--- config.mk ---
export PLATFORM = sky130hd
export DESIGN_NAME = apple1_pia
export DESIGN_NICKNAME = d
export VERILOG_FILES = /design/src/rtl/apple1_pkg.sv /design/src/rtl/sync_fifo.sv /design/src/rtl/apple1_pia.sv
export SDC_FILE = /design/constraint.sdc
export NUM_CORES = 1
export LEC_CHECK = 0
export BUFFER_PORTS_ARGS = -buffer_cell sky130_fd_sc_hd__buf_4
export CORE_MARGIN = 4
export CORE_UTILIZATION = 55
export CTS_CLUSTER_SIZE = 20
export DETAILED_ROUTE_END_ITERATION = 8
export GPL_ROUTABILITY_DRIVEN = 1
export PLACE_DENSITY = 0.77
export SLEW_MARGIN = 40
export SYNTH_ARGS = -nofsm -noshare
export SYNTH_HDL_FRONTEND = slang
export SYNTH_SLANG_ARGS = --single-unit
--- constraint.sdc ---
create_clock -name clk -period 6.25 [get_ports clk]
set_input_delay 0.3125 -clock clk [delete_from_list [all_inputs] [get_ports clk]]
set_output_delay 0.3125 -clock clk [all_outputs]
set_load 0.005 [all_outputs]
--- src/rtl/apple1_pkg.sv ---
// Shared constants for the Apple-1 PIA block: register offsets within
// the $D010-$D013 window and the position of the status bit.
package apple1_pkg;

    localparam logic [1:0] PIA_KBD   = 2'd0;
    localparam logic [1:0] PIA_KBDCR = 2'd1;
    localparam logic [1:0] PIA_DSP   = 2'd2;
    localparam logic [1:0] PIA_DSPCR = 2'd3;

    localparam int STATUS_BIT = 7;

endpackage

--- src/rtl/sync_fifo.sv ---
// Small synchronous FIFO with the head entry always visible on head_data.
// DEPTH must be a power of two so the pointers wrap for free.
module sync_fifo #(
    parameter int WIDTH = 7,
    parameter int DEPTH = 4
) (
    input  logic             clk,
    input  logic             reset,
    input  logic             push,
    input  logic             pop,
    input  logic [WIDTH-1:0] push_data,
    output logic [WIDTH-1:0] head_data,
    output logic             full,
    output logic             empty
);

    localparam int PTR_W = $clog2(DEPTH);
    localparam int CNT_W = PTR_W + 1;

    logic [WIDTH-1:0] mem [DEPTH];
    logic [PTR_W-1:0] wr_ptr;
    logic [PTR_W-1:0] rd_ptr;
    logic [CNT_W-1:0] count;
    logic             do_push;
    logic             do_pop;

    assign full      = (count == CNT_W'(DEPTH));
    assign empty     = (count == '0);
    assign do_push   = push && !full;
    assign do_pop    = pop && !empty;
    assign head_data = mem[rd_ptr];

    // Storage needs no reset: an entry is only ever read after being written.
    always_ff @(posedge clk) begin
        if (do_push) begin
            mem[wr_ptr] <= push_data;
        end
    end

    always_ff @(posedge clk) begin
        if (reset) begin
            wr_ptr <= '0;
            rd_ptr <= '0;
            count  <= '0;
        end else begin
            if (do_push) begin
                wr_ptr <= wr_ptr + PTR_W'(1);
            end
            if (do_pop) begin
                rd_ptr <= rd_ptr + PTR_W'(1);
            end
            case ({do_push, do_pop})
                2'b10:   count <= count + CNT_W'(1);
                2'b01:   count <= count - CNT_W'(1);
                default: count <= count;
            endcase
        end
    end

endmodule

--- src/rtl/apple1_pia.sv ---
// Apple-1 PIA: keyboard data/status backed by a receive FIFO and a display
// data/status pair with a valid/ready handshake toward the video side.
module apple1_pia
    import apple1_pkg::*;
#(
    parameter int KBD_DEPTH = 4
) (
    input  logic       clk,
    input  logic       reset,
    input  logic       enable,
    input  logic       cs,
    input  logic [1:0] address,
    input  logic       we,
    input  logic [7:0] din,
    output logic [7:0] dout,
    input  logic [6:0] kbd_data,
    input  logic       kbd_valid,
    output logic       kbd_ready,
    output logic [6:0] disp_data,
    output logic       disp_valid,
    input  logic       disp_ready
);

    logic       access;
    logic       cpu_write;
    logic       kbd_pop;
    logic       kbd_push;
    logic       kbd_full;
    logic       kbd_empty;
    logic [6:0] kbd_head;
    logic [6:0] last_popped;
    logic [6:0] kbdcr;
    logic [6:0] dspcr;
    logic [6:0] dsp;
    logic       busy;
    logic [7:0] read_data;
    logic       unused_din7;

    assign unused_din7 = din[7];

    assign access    = enable && cs;
    assign cpu_write = access && we;
    assign kbd_pop   = access && !we && (address == PIA_KBD) && !kbd_empty;
    assign kbd_push  = kbd_valid && !kbd_full;
    assign kbd_ready = !kbd_full;

    assign disp_valid = busy;
    assign disp_data  = dsp;

    sync_fifo #(
        .WIDTH (7),
        .DEPTH (KBD_DEPTH)
    ) u_kbd_fifo (
        .clk       (clk),
        .reset     (reset),
        .push      (kbd_push),
        .pop       (kbd_pop),
        .push_data (kbd_data),
        .head_data (kbd_head),
        .full      (kbd_full),
        .empty     (kbd_empty)
    );

    // An empty keyboard register keeps showing the last code the CPU consumed.
    always_comb begin
        read_data = 8'h00;
        case (address)
            PIA_KBD: begin
                read_data[STATUS_BIT] = 1'b1;
                read_data[6:0]        = kbd_empty ? last_popped : kbd_head;
            end
            PIA_KBDCR: begin
                read_data[STATUS_BIT] = !kbd_empty;
                read_data[6:0]        = kbdcr;
            end
            PIA_DSP: begin
                read_data[STATUS_BIT] = busy;
                read_data[6:0]        = dsp;
            end
            default: begin
                read_data[STATUS_BIT] = 1'b0;
                read_data[6:0]        = dspcr;
            end
        endcase
    end

    always_ff @(posedge clk) begin
        if (reset) begin
            dout        <= 8'h00;
            last_popped <= '0;
        end else begin
            if (cs && !we) begin
                dout <= read_data;
            end
            if (kbd_pop) begin
                last_popped <= kbd_head;
            end
        end
    end

    // A CPU write to DSP outranks a display accept on the same clock.
    always_ff @(posedge clk) begin
        if (reset) begin
            kbdcr <= '0;
            dspcr <= '0;
            dsp   <= '0;
            busy  <= 1'b0;
        end else begin
            if (cpu_write && (address == PIA_KBDCR)) begin
                kbdcr <= din[6:0];
            end
            if (cpu_write && (address == PIA_DSPCR)) begin
                dspcr <= din[6:0];
            end
            if (cpu_write && (address == PIA_DSP)) begin
                dsp  <= din[6:0];
                busy <= 1'b1;
            end else if (busy && disp_ready) begin
                busy <= 1'b0;
            end
        end
    end

endmodule

==> impl_results.md <==
* First-pass GRT wire length at 9577 µm
* Most common cell after layout, fill and taps aside: nor2_1
* Row cnt at 26
* Max Freq at 417.8 MHz
* Net Count, Synth at 296
* Nets at 336
* Clk pin slew, worst setup/hold paths at 0.08 ns
* Synth cell types at 31
* Normalized max-slew margin at 0.5461
* Vias at 2,067
* Final Cell Area at 3570 µm²
* Starting Density at 0.5810
* Pre-Repair DR Iteration Count at 4
* Warnings, synthesis at 0
* Pwr Density at 276.4 nW/µm²
* Worst-margin pin slew at 0.6794 ns
* Sequential-to-total area share from yosys stat at 0.5825
* Htree depth at 3
* CTS sink cnt at 74
* Pwr Total at 0.0009868 W
* RSZ-0062 raised after global routing: no
* TNS Setup at 0 ns
* Most used DFF post-synth: dfxtp_1
* Synth area leader: dfxtp_1
* Number of flops mapped to enable cells by yosys at 28
* Vias per Instance at 5.425
* GP Congestion at 0.7569
* Post-CTS Resized at 0
* Mean cell area of the mapped netlist at 11.37 µm²
* Top cells by area, synth: dfxtp_1, edfxtp_1, mux2i_1
* WL/cell at 15.37 µm
* CTS Buffer Depth at 2
* #FFs+latches synth at 74
* Critical-path maximum fanout at 6
* CTS Buf Count at 9
* 1st-iter DRT viols at 106
* # port buffers at 39
* Die height at 82.15 µm
* Placeable core area at 5205 µm²
* Worst Path Required at 6.53 ns
* Worst path max stage delay at 0.47 ns
* Final Slew Violations at 0
* CTS Hold Buffers Added at 0
* Period utilization at 0.3830
* Hold WC Path Type: in2reg
* DP HPWL at 4067 µm
* Share of layout cells above drive strength 1 at 0.2219
* Vias in the first global route at 1,987
* Type of origin of the critical path: flop
* Crit path cell chain: nor3_2 > nor4_4 > ha_1 > inv_1 > fa_1 > xor2_1 > or3_1 > a21oi_1
* DIE WIDTH at 82.15 µm
* WP data arrival at 2.68 ns
* Status: finished, final reports clean
* Post CTS Setup Buffer Count at 0
* Final setup violation count at 0
* Routed Antenna Nets at 0
* Post-Route WL at 5856 µm
* Most frequent cells in the layout: nor2_1, dfxtp_1, buf_4
* Fillers at 407
* Crit path capture type: flop
* Synth Cell Area at 3024 µm²
* Detailed-route DRC error count at 0
* GRT Resource Usage Total at 0.1924
* Crit path kind: reg2reg
* Fin Clk Skew at 0.006286 ns
* Antenna cell count at 0
* Max cap viols at 0
* Leakage Power at 1.294 nW
* Cell Area, Placed at 3361 µm²
* Total gr overflow at 0
* Root Buffer: clkbuf_8
* Area added between synthesis and finish at 18.04%
* Die area at 6749 µm²
* # IOs at 41
* Maximum vdd drop at 0.2347 mV
* Pin count of the biggest net entering global routing at 41
* Gate Count Post-Synth at 266
* Critical Path Slowest Stage Cell: dfxtp_1
* Async SR Flop Fraction at 0
* Fin crit period at 2.394 ns
* Top cell type's share of synthesized area at 0.3045
* Worst-skew pair later-pin latency at 0.35 ns
* Initial antenna violation count at 0
* Final Hold Viols at 0
* CTS tree: yes
## path summary, 6_finish.rpt
kind / start / end / slack [ns] / cells after the start
max: u_kbd_fifo.count[2] / u_kbd_fifo.count[2] / 3.86 / 8
min: kbd_data[6] / u_kbd_fifo.mem[2][6] / 0.16 / 1
max reg2reg: u_kbd_fifo.count[2] / u_kbd_fifo.count[2] / 3.86 / 8
min reg2reg: dout[5] / dout[5] / 0.46 / 2
## power breakdown
group,leakage (nW),internal [W],switching [W]
Sequential,0.629,0.000516,0.00000924
Combinational,0.558,0.0000336,0.0000448
Clock,0.106,0.000192,0.000191
## metrics by stage
step                instances  hold slack [ns]  worst slack [ns]    util
floorplan                 266           0.4114             3.981       -
global placement          364           0.4356             3.298  0.6442
detailed placement        365           0.4441             3.662  0.6457
CTS                       381           0.1544             3.832  0.6858
global route              381           0.1482             3.661  0.6858
finish                    381           0.1610             3.856  0.6858
## registers in the layout (all words and copies together), names as in the netlist, named ones only
signal	cells
u_kbd_fifo.mem	28
dout	8
disp_data	7
dspcr	7
kbdcr	7
last_popped	7
u_kbd_fifo.count	3
u_kbd_fifo.rd_ptr	2
u_kbd_fifo.wr_ptr	2
disp_valid	1
## per-layer routing
| metal | vias to the layer above | GRT usage | wire, µm |
|---|---|---|---|
| li1 | 1018 | - | - |
| met1 | 993 | 0.2459 | 2608 |
| met2 | 49 | 0.3150 | 2933 |
| met3 | 7 | 0.06399 | 267 |
| met4 | 0 | 0.04983 | 47 |
| met5 | - | 0 | 0 |
## worst max-delay path: cells and delay by family (launching register included)
family,cells,cell delay [ns]
simple gates,3,0.87
compound gates,1,0.14
flops,1,0.47
buf+inv,1,0.06
fa+ha+maj,2,0.63
xor+xnor,1,0.16
## cell usage after synthesis (all sizes together) (2+ instances only)
cell type,n
a21oi,20
a221oi,7
and2,4
buf,7
clkbuf,6
dfxtp,46
edfxtp,28
ha,5
inv,8
mux2i,22
mux4,7
nand2,17
nor2,48
nor2b,2
nor3b,2
nor4,2
o21ai,22
xnor2,2
xor2,2
## area by class of cell
class	instances	area [µm²]	share of cell area
clock buffers	9	123.9	0.03470
clock inverters	7	85.08	0.02383
inverters	8	30.03	0.008412
multi-input cells	171	1166	0.3267
flip-flops and latches	74	1762	0.4935
well taps	70	87.58	0.02454
repair buffers	42	315.3	0.08833
## cells by family after synthesis
group | synth area share
buf+inv | 0.03186
fa+ha+maj | 0.02731
flops | 0.5825
compound gates | 0.09806
simple gates | 0.1237
mux | 0.1249
xor+xnor | 0.01159
No activity file was read; power rests on OpenSTA's default activity.
